**src/rtl/adc_sram_spi_pkg.sv**
```systemverilog
// rtl/adc_sram_spi_pkg.sv - shared constants for the ADC capture SRAM SPI host
// Holds the capture-block register map, CONTROL bit positions, data widths,
// the host FSM state encoding and the latched command record.
package adc_sram_spi_pkg;

    localparam int BYTE_W = 8;
    localparam int WORD_W = 32;

    // Capture-block register addresses
    localparam logic [2:0] REG_PRESCALER_LO = 3'd0;
    localparam logic [2:0] REG_PRESCALER_HI = 3'd1;
    localparam logic [2:0] REG_TRIG_LO      = 3'd2;
    localparam logic [2:0] REG_TRIG_HI      = 3'd3;
    localparam logic [2:0] REG_BUFF_LEN     = 3'd4;
    localparam logic [2:0] REG_CONTROL      = 3'd5;

    // CONTROL register bit positions
    localparam int CTRL_START_BIT         = 0;
    localparam int CTRL_START_READING_BIT = 1;

    // Host FSM state encoding
    localparam logic [2:0] ST_IDLE     = 3'd0;
    localparam logic [2:0] ST_CS_SETUP = 3'd1;
    localparam logic [2:0] ST_SHIFT_HI = 3'd2;
    localparam logic [2:0] ST_SHIFT_LO = 3'd3;
    localparam logic [2:0] ST_CS_HOLD  = 3'd4;
    localparam logic [2:0] ST_GAP      = 3'd5;

    // Command captured at acceptance; tx is the 16-bit write frame, LSB first
    typedef struct packed {
        logic        rd;
        logic [15:0] tx;
        logic [15:0] words;
    } cmd_t;

endpackage

```
**src/rtl/spi_host_timer.sv**
```systemverilog
// rtl/spi_host_timer.sv - reloadable down-counter with one-cycle expire pulse
// Ports: clk, rst_n (async, active-low); load/load_val start a period of
// load_val cycles; expire is high in the last cycle of that period.
module spi_host_timer #(
    parameter int CNT_W = 8
) (
    input  logic             clk,
    input  logic             rst_n,
    input  logic             load,
    input  logic [CNT_W-1:0] load_val,
    output logic             expire
);

    logic [CNT_W-1:0] count_q, count_d;
    logic             active_q, active_d;

    always_comb begin
        count_d  = count_q;
        active_d = active_q;
        expire   = active_q && (count_q == '0);
        // A reload takes priority so the owner can start the next period
        // in the same cycle the current one expires.
        if (load) begin
            count_d  = load_val - CNT_W'(1);
            active_d = 1'b1;
        end else if (active_q) begin
            if (count_q == '0) begin
                active_d = 1'b0;
            end else begin
                count_d = count_q - CNT_W'(1);
            end
        end
    end

    always_ff @(posedge clk or negedge rst_n) begin
        if (!rst_n) begin
            count_q  <= '0;
            active_q <= 1'b0;
        end else begin
            count_q  <= count_d;
            active_q <= active_d;
        end
    end

endmodule

```
**src/rtl/adc_sram_spi_host.sv**
```systemverilog
// rtl/adc_sram_spi_host.sv - SPI host for register writes and buffer reads
// Ports: clk, rst_n (async, active-low); command side cmd_valid/cmd_ready with
// cmd_read, cmd_addr, cmd_data, cmd_words; read side rd_data/rd_valid; busy;
// SPI side spi_sclk, spi_mosi, spi_cs_n, spi_miso (asynchronous input).
module adc_sram_spi_host
    import adc_sram_spi_pkg::*;
#(
    parameter int SCLK_HALF = 6,
    parameter int CS_GAP    = 8
) (
    input  logic               clk,
    input  logic               rst_n,
    input  logic               cmd_valid,
    output logic               cmd_ready,
    input  logic               cmd_read,
    input  logic [2:0]         cmd_addr,
    input  logic [BYTE_W-1:0]  cmd_data,
    input  logic [15:0]        cmd_words,
    output logic [WORD_W-1:0]  rd_data,
    output logic               rd_valid,
    output logic               busy,
    output logic               spi_sclk,
    output logic               spi_mosi,
    output logic               spi_cs_n,
    input  logic               spi_miso
);

    logic [2:0]        state_q, state_d;
    cmd_t              cmd_q, cmd_d;
    logic [4:0]        bit_cnt_q, bit_cnt_d;
    logic [15:0]       word_cnt_q, word_cnt_d;
    logic [WORD_W-1:0] rx_q, rx_d;
    logic [WORD_W-1:0] rd_data_q, rd_data_d;
    logic              rd_valid_q, rd_valid_d;
    logic              mosi_q, mosi_d;
    logic              miso_s1_q, miso_s2_q;

    logic              tmr_load;
    logic [7:0]        tmr_val;
    logic              tmr_expire;
    logic              last_bit;
    logic [4:0]        next_bit;

    spi_host_timer #(.CNT_W(8)) u_timer (
        .clk      (clk),
        .rst_n    (rst_n),
        .load     (tmr_load),
        .load_val (tmr_val),
        .expire   (tmr_expire)
    );

    assign next_bit = bit_cnt_q + 5'd1;
    // Reads finish on the 32nd bit of the final word; writes after 16 bits.
    assign last_bit = cmd_q.rd ? ((bit_cnt_q == 5'd31) && (16'(word_cnt_q + 16'd1) == cmd_q.words))
                               : (bit_cnt_q == 5'd15);

    always_comb begin
        state_d    = state_q;
        cmd_d      = cmd_q;
        bit_cnt_d  = bit_cnt_q;
        word_cnt_d = word_cnt_q;
        rx_d       = rx_q;
        rd_data_d  = rd_data_q;
        rd_valid_d = 1'b0;
        mosi_d     = mosi_q;

        case (state_q)
            ST_IDLE: begin
                if (cmd_valid) begin
                    cmd_d.rd    = cmd_read;
                    cmd_d.tx    = {cmd_data, 5'd0, cmd_addr};
                    cmd_d.words = cmd_words;
                    bit_cnt_d   = 5'd0;
                    word_cnt_d  = 16'd0;
                    // A zero-length read is consumed without touching the bus.
                    if (!cmd_read || (cmd_words != 16'd0)) begin
                        state_d = ST_CS_SETUP;
                    end
                end
            end
            ST_CS_SETUP: begin
                if (tmr_expire) begin
                    state_d = ST_SHIFT_HI;
                    mosi_d  = cmd_q.rd ? 1'b0 : cmd_q.tx[bit_cnt_q[3:0]];
                end
            end
            ST_SHIFT_HI: begin
                if (tmr_expire) begin
                    state_d = ST_SHIFT_LO;
                end
            end
            ST_SHIFT_LO: begin
                if (tmr_expire) begin
                    if (cmd_q.rd) begin
                        rx_d[bit_cnt_q] = miso_s2_q;
                        if (bit_cnt_q == 5'd31) begin
                            rd_data_d  = rx_d;
                            rd_valid_d = 1'b1;
                            word_cnt_d = word_cnt_q + 16'd1;
                        end
                    end
                    bit_cnt_d = next_bit;
                    if (last_bit) begin
                        state_d = ST_CS_HOLD;
                    end else begin
                        state_d = ST_SHIFT_HI;
                        mosi_d  = cmd_q.rd ? 1'b0 : cmd_q.tx[next_bit[3:0]];
                    end
                end
            end
            ST_CS_HOLD: begin
                if (tmr_expire) begin
                    state_d = ST_GAP;
                end
            end
            ST_GAP: begin
                if (tmr_expire) begin
                    state_d = ST_IDLE;
                end
            end
            default: begin
                state_d = ST_IDLE;
            end
        endcase

        // Every timed state is entered through a state change, so the timer
        // is armed exactly on entry.
        tmr_load = (state_d != state_q) && (state_d != ST_IDLE);
        tmr_val  = (state_d == ST_GAP) ? 8'(CS_GAP) : 8'(SCLK_HALF);
    end

    always_ff @(posedge clk or negedge rst_n) begin
        if (!rst_n) begin
            state_q    <= ST_IDLE;
            cmd_q      <= '0;
            bit_cnt_q  <= '0;
            word_cnt_q <= '0;
            rx_q       <= '0;
            rd_data_q  <= '0;
            rd_valid_q <= 1'b0;
            mosi_q     <= 1'b0;
            miso_s1_q  <= 1'b0;
            miso_s2_q  <= 1'b0;
        end else begin
            state_q    <= state_d;
            cmd_q      <= cmd_d;
            bit_cnt_q  <= bit_cnt_d;
            word_cnt_q <= word_cnt_d;
            rx_q       <= rx_d;
            rd_data_q  <= rd_data_d;
            rd_valid_q <= rd_valid_d;
            mosi_q     <= mosi_d;
            miso_s1_q  <= spi_miso;
            miso_s2_q  <= miso_s1_q;
        end
    end

    // Bus outputs decode straight from the state flop so an asynchronous
    // reset releases chip select and parks SCLK in the same instant.
    assign spi_cs_n  = !((state_q == ST_CS_SETUP) || (state_q == ST_SHIFT_HI) ||
                         (state_q == ST_SHIFT_LO) || (state_q == ST_CS_HOLD));
    assign spi_sclk  = (state_q == ST_SHIFT_HI);
    assign spi_mosi  = mosi_q;
    assign cmd_ready = (state_q == ST_IDLE);
    assign busy      = (state_q != ST_IDLE);
    assign rd_data   = rd_data_q;
    assign rd_valid  = rd_valid_q;

endmodule

```
**config.mk**
```make
export PLATFORM = sky130hd
export DESIGN_NAME = adc_sram_spi_host
export DESIGN_NICKNAME = d
export VERILOG_FILES = /design/src/rtl/adc_sram_spi_pkg.sv /design/src/rtl/spi_host_timer.sv /design/src/rtl/adc_sram_spi_host.sv
export SDC_FILE = /design/constraint.sdc
export NUM_CORES = 1
export LEC_CHECK = 0
export CORE_UTILIZATION = 45
export CTS_CLUSTER_DIAMETER = 80
export CTS_CLUSTER_SIZE = 28
export DETAILED_ROUTE_END_ITERATION = 6
export HOLD_SLACK_MARGIN = 0.1
export MAX_ROUTING_LAYER = met4
export PLACE_DENSITY = 0.66
export SLEW_MARGIN = 0
export SYNTH_ARGS = -nofsm -noshare
export SYNTH_HDL_FRONTEND = slang
export SYNTH_SLANG_ARGS = --single-unit
```
**constraint.sdc**
```tcl
create_clock -name clk -period 2.9 [get_ports clk]
set_input_delay 0.435 -clock clk [delete_from_list [all_inputs] [get_ports clk]]
set_output_delay 0.435 -clock clk [all_outputs]
set_load 0.03 [all_outputs]
```
=== After elaboration in Yosys (flattened, before gate mapping) ===
Index checks and enable logic that the tools add are counted.
Widths: inputs -> output; s select.

* Register bits after elaboration: 129
* Word-level logic and storage cells: 106

* $add $sub $neg: 4
* Order comparisons: 4
* Equal/unequal tests: 17
* Mux-type cells: 42
* Reductions and logical operators: 25

{| class="wikitable"
|+ Operator list
! kind !! count
|-
| $mux 16 || 4
|-
| $bwmux 32 || 1
|-
| $pmux 16 s2 || 1
|-
| $mux 3 || 8
|-
| $mux 8 || 3
|-
| $pmux 3 s6 || 1
|-
| $add 16x1->16 const B || 1
|-
| $eq 16x16->1 || 1
|-
| $mux 1 || 16
|-
| $reduce_bool 16->1 || 1
|-
| $ne 2x2->1 const B || 7
|-
| $lt 4x5->1 const B || 2
|-
| $mux 5 || 2
|-
| $pmux 5 s2 || 1
|-
| $eq 3x3->1 const B || 3
|-
| $bmux 1 s4 || 2
|-
| $logic_not 8->1 || 1
|-
| $reduce_and 4->1 || 2
|-
| $sub 8x1->8 const B || 1
|-
| $eq 3x2->1 const B || 2
|-
| $lt 5x6->1 const B || 1
|-
| $reduce_and 3->1 || 2
|-
| $reduce_bool 2->1 || 3
|-
| $reduce_bool 3->1 || 2
|-
| 16 further kinds || 24
|}

=== Logic depth before layout (Yosys ltp) ===
* Word-level depth: 11
* Mapped depth: 12

=== By module ===
Synthesis repeated with hierarchy kept, for this count alone.

* Cells, all modules: 703
* Area, all modules: 6989.2 sq um

{| class="wikitable"
|+ By module, submodules not included
! module !! times used !! cells each !! area an instance (sq um) !! seq. area each (sq um)
|-
| adc_sram_spi_host || 1 || 635 || 6334.8 || 3002.9
|-
| spi_host_timer || 1 || 68 || 654.4 || 225.2
|}

=== Worst setup path after synthesis ===
OpenSTA, ideal clock, no wires.

* Kind: register to register
* Start: register bit_cnt_q[0]
* End: register mosi_q (netlist: spi_mosi)
* Library setup time: 0.128 ns
* Arrival: 2.360 ns
* Path slack: 0.412 ns
* Stages on the path, launching flop included: 12
* Path buffers: 1
* Period minus slack after synthesis: 2.488 ns
* Cells stage by stage: dfrtp_1 -> ha_1 -> clkbuf_1 -> and3_1 -> ha_1 -> and3_1 -> nand4_1 -> a221oi_1 -> o2111ai_1 -> a211oi_2 -> nor4_1 -> mux2_1

* Word-level cells in the longest chain between the ends: 7
* Elaborated cells on any way between the ends: 17

{| class="wikitable"
|+ Ends and longest elaborated chain
! what !! RTL line !! text
|-
| from (decl) || adc_sram_spi_host.sv:30 || <nowiki>logic [4:0] bit_cnt_q, bit_cnt_d;</nowiki>
|-
| from (signal assigned) || adc_sram_spi_host.sv:147 || <nowiki>bit_cnt_q <= bit_cnt_d;</nowiki>
|-
| $add 5x1->5 || adc_sram_spi_host.sv:52 || <nowiki>assign next_bit = bit_cnt_q + 5'd1;</nowiki>
|-
| $bmux 1 s4 || adc_sram_spi_host.sv:107 || <nowiki>mosi_d = cmd_q.rd ? 1'b0 : cmd_q.tx[next_bit[3:0]];</nowiki>
|-
| $mux 1 (not written as such) || adc_sram_spi_host.sv:107 ||
|-
| $mux 1 || adc_sram_spi_host.sv:107 ||
|-
| $mux 1 || adc_sram_spi_host.sv:103 || <nowiki>if (last_bit) begin</nowiki>
|-
| $mux 1 || adc_sram_spi_host.sv:93 || <nowiki>if (tmr_expire) begin</nowiki>
|-
| $pmux 1 s2 || adc_sram_spi_host.sv:67 || <nowiki>case (state_q)</nowiki>
|-
| to (signal assigned) || adc_sram_spi_host.sv:152 || <nowiki>mosi_q <= mosi_d;</nowiki>
|-
| to (decl) || adc_sram_spi_host.sv:35 || <nowiki>logic mosi_q, mosi_d;</nowiki>
|}

Several ways; a longest one is shown, not always the timed one. The select of a mux whose other input is x is not followed.
A chain may end at the register's enable or synchronous reset.

=== Final worst setup path ===
* Start: register word_cnt_q[0]
* End: register mosi_q (netlist: spi_mosi)

* Word-level cells in the longest chain between the ends: 6

{| class="wikitable"
|+ Ends and longest elaborated chain
! what !! RTL line !! text
|-
| from (decl) || adc_sram_spi_host.sv:31 || <nowiki>logic [15:0] word_cnt_q, word_cnt_d;</nowiki>
|-
| from (signal assigned) || adc_sram_spi_host.sv:148 || <nowiki>word_cnt_q <= word_cnt_d;</nowiki>
|-
| $add 16x1->16 || adc_sram_spi_host.sv:54 || <nowiki>assign last_bit = cmd_q.rd ? ((bit_cnt_q == 5'd31) && (16'(word_cnt_q + 16'd1) == cmd_q.words))</nowiki>
|-
| $eq 16x16->1 || adc_sram_spi_host.sv:54 ||
|-
| $logic_and 1x1->1 || adc_sram_spi_host.sv:54 ||
|-
| $mux 1 || adc_sram_spi_host.sv:54 ||
|-
| $ne 2x2->1 (no line) || - ||
|-
| $reduce_and 4->1 (no line) || - ||
|}

Every way passes these cells.

==> flow_summary.yaml <==
run_status:
  outcome: "finished, final reports clean"
clock_network:
  postCtsHoldBufs: 1
  clock-root-buffer: "clkbuf_16"
  cts_resized: 0
  cts_setup_buffers: 0
  clk_latency_ns: 0.42
  clk_pin_slew_ns: 0.06
  h-tree-depth: 4
  clock_sinks: 129
  clock_path_buffers: 2
  cts_buffers: 17
  cts_tree: "done"
global_routing:
  grt_overflow_total: 0
  antenna_found_initial: 0
  grt_pass1_vias: 5280
  grt_max_degree: 81
  grt_pass1_wl_mm: 25.78
  globalRouteTotalUtil_pct: 21.24
timing:
  tightestPinTransition_ns: 0.8288
  holdWs_ns: 0.3496
  hold_viol: 0
  setup_violations: 0
  max_freq_mhz: 363.2
  final.setup_skew_ns: 0.008266
  report.final.slew_viol_count: 0
  fin_setup_tns_ns: 0
  rsz0062_at_grt: "false"
  slew_headroom_pct: 44.32
  min_period_over_period_pct: 94.94
  period_minus_slack_ns: 2.753
die:
  die-width_um: 124.4
  dieArea_um2: 15470
  initial_core_util_pct: 46.19
  ios: 70
  fp.coreArea_um2: 14590
  rows: 44
  die_h_um: 124.4
setup_path:
  timing.critical_path.to: "spi_mosi"
  max_stage_delay_ns: 0.44
  slowest_stage: "dfrtp_1"
  worstPathRequired_ns: 3.19
  crit_family: "compound AO/OA/AOI/OAI gates"
  worst-setup-path-type: "flop to flop"
  cp.depth: 8
  crit_chain: "ha_1, nand2_1, or3_1, a221oi_1, o2111ai_1, a211oi_2, nor4_1, mux2_1"
  r2r_cells: 8
  crit_buf_inv: 0
  r2r-start: "word_cnt_q[0]"
  end_kind: "flop"
  timing.rr.end: "spi_mosi"
  startpoint_type: "flop"
  crit_arrival_ns: 3.05
  r2r_setup_slack_ns: 0.15
  crit_fanout: 8
  crit_path_start: "word_cnt_q[0]"
power_and_ir_drop:
  p_per_area_nw_per_um2: 849.5
  p_comb_share_pct: 30.0
  p_sw_share_pct: 35.30
  p_seq_share_pct: 39.0
  intPower_uw: 4532
  clkPwrFrac_pct: 31.0
  power_leakage_uw: 0.003844
  p_sw_uw: 2472
  max-vdd-ir-drop_v: 0.0005277
logic_synthesis:
  synth_fa_ha_area_share_pct: 1.671
  synthXorXnorAreaFrac_pct: 3.713
  yosysUniqueCellTypes: 56
  ys_warn_count: 0
  synth-edff-count: 0
  synth-compound-area-share_pct: 9.339
  postSynthCellCount: 724
  synth_mux_area_share_pct: 11.86
  synth-simple-area-share_pct: 21.65
  ys.flop_type: "dfrtp_1"
  ys_seq_elements: 129
  async_reset_ff_share_pct: 100.0
  syn_area_um2: 6739
  avgSynthCellArea_um2: 9.308
  synth_top_family_by_area: "simple AND/OR/NAND/NOR gates"
  seq_area_frac_synth_pct: 47.90
  syn_nets: 765
final_layout:
  diodes: 0
  drive_gt1_share_pct: 12.02
  final_cells: 983
  final_nets: 827
  nFillCells: 1261
  syn2layout_area_growth_pct: 22.35
placed_design:
  dp_cells: 950
  io_buffers: 69
  hpwl_mm: 10.51
  gp_congestion: 0.8858
detailed_routing:
  antenna_left: 0
  via_per_inst: 5.430
  first_iter_violations: 442
  vias: 5338
  drc: 0
  wl_per_cell_um: 15.42
  dr.pass1.iters: 6
  routed_wl_mm: 15.16
hold_path:
  hp-class: "flop to flop"
run:
  drv_cap: 0
-- kinds of logic (layout without fill, tap and decap cells) --
family	after synthesis	count (layout)
multiplexers	71	71
buffers and inverters	62	137
adder cells (fa/ha/maj)	9	9
flip-flops	129	129
XOR/XNOR	27	27
AND/OR/NAND/NOR	319	319
AO/OA/AOI/OAI	107	107
-- cell usage after synthesis, types with 9 or more instances --
cell / number / area share (%)
dfrtp_1: 129 / 48
nor2_1: 26 / 1.4
xnor2_1: 14 / 1.8
mux2i_1: 36 / 5.3
mux2_2: 29 / 4.8
o21ai_0: 61 / 4.5
ha_1: 9 / 1.7
nand2_1: 208 / 12
a21oi_1: 10 / 0.74
nor3_1: 9 / 0.67
clkbuf_1: 38 / 2.1
o21ai_1: 12 / 0.89
xor2_1: 12 / 1.6
nand3_1: 13 / 0.97
and3_1: 10 / 0.93
inv_1: 13 / 0.72
-- worst min path at each step --
stage	from	end	slack (ns)	cells after the start
floorplan	rst_n	bit_cnt_q[0]	0.14	0
global placement	rst_n	cmd_q[8]	0.32	1
detailed placement	rst_n	cmd_q[6]	0.32	1
CTS	miso_s1_q	miso_s2_q	0.35	0
global route	miso_s1_q	miso_s2_q	0.37	0
finish	miso_s1_q	miso_s2_q	0.35	0
-- power groups by stage --
stage | clock, uW | sequential [uW] | combinational, uW
2_1_floorplan | 0 | 2520 | 1690
3_3_place_gp | 0 | 2720 | 2030
3_5_place_dp | 0 | 2740 | 2090
4_1_cts | 2210 | 2720 | 2100
5_1_grt | 2290 | 2780 | 2350
6_report | 2170 | 2730 | 2100
-- flip-flops by register name (all words and copies together), names as in the netlist, 3 cells and up --
name / count
rd_data: 32
bit_cnt_q: 5
u_timer.count_q: 8
word_cnt_q: 16
state_q: 3
cmd_q: 28
rx_q: 32
-- cell usage in the layout (no fill, tap or decap), drive strengths merged, types with 7 or more instances in the layout --
cell type	count
and2	8
mux2	31
and3	10
clkbuf	19
nand2	208
clkinv	7
a21oi	10
nand4	8
buf	22
nor3	9
nor4	8
dfrtp	129
o21ai	73
xor2	12
clkdlybuf4s50	68
inv	15
xnor2	14
ha	9
nor2	26
or3	8
nand3	15
mux2i	36
-- layer usage --
metal  GRT usage [%]  vias to the layer above  share of wire (%)
met2           30.97                      130                 45
met3           4.081                       17                3.7
met5               -                        -                  0
met1           30.08                     2601                 50
met4           6.166                        0                1.2
li1                -                     2590                  -
-- stage by stage --
step	util, %	power (uW)	setup WS, ns	instance area [um2]
5_1_grt	56.52	7422	0.04938	8245
3_5_place_dp	52.32	4834	0.2229	7632
4_1_cts	56.52	7028	0.2094	8245
3_3_place_gp	52.32	4745	0.3693	7632
2_1_floorplan	-	4212	0.4120	6739
6_report	56.52	7004	0.1466	8245
-- layout make-up --
cell class | count | area [um2] | share of cell area (%)
multi-input combinational | 533 | 3251 | 39.42
timing repair buffer | 91 | 880.8 | 10.68
inverter | 14 | 52.55 | 0.6373
clock buffer | 19 | 442.9 | 5.372
clock inverter | 13 | 160.2 | 1.942
sequential | 129 | 3228 | 39.15
tap | 184 | 230.2 | 2.792
-- worst reg2reg max path, delay by kind of cell, from the launching register on --
family	cells	cell delay (ns)
AOI/OAI and AO/OA	3	0.82
adders and majority gates	1	0.31
DFF	1	0.44
muxes	1	0.31
and+or+nand+nor	3	0.75
Power figures use the tool's default switching activity.
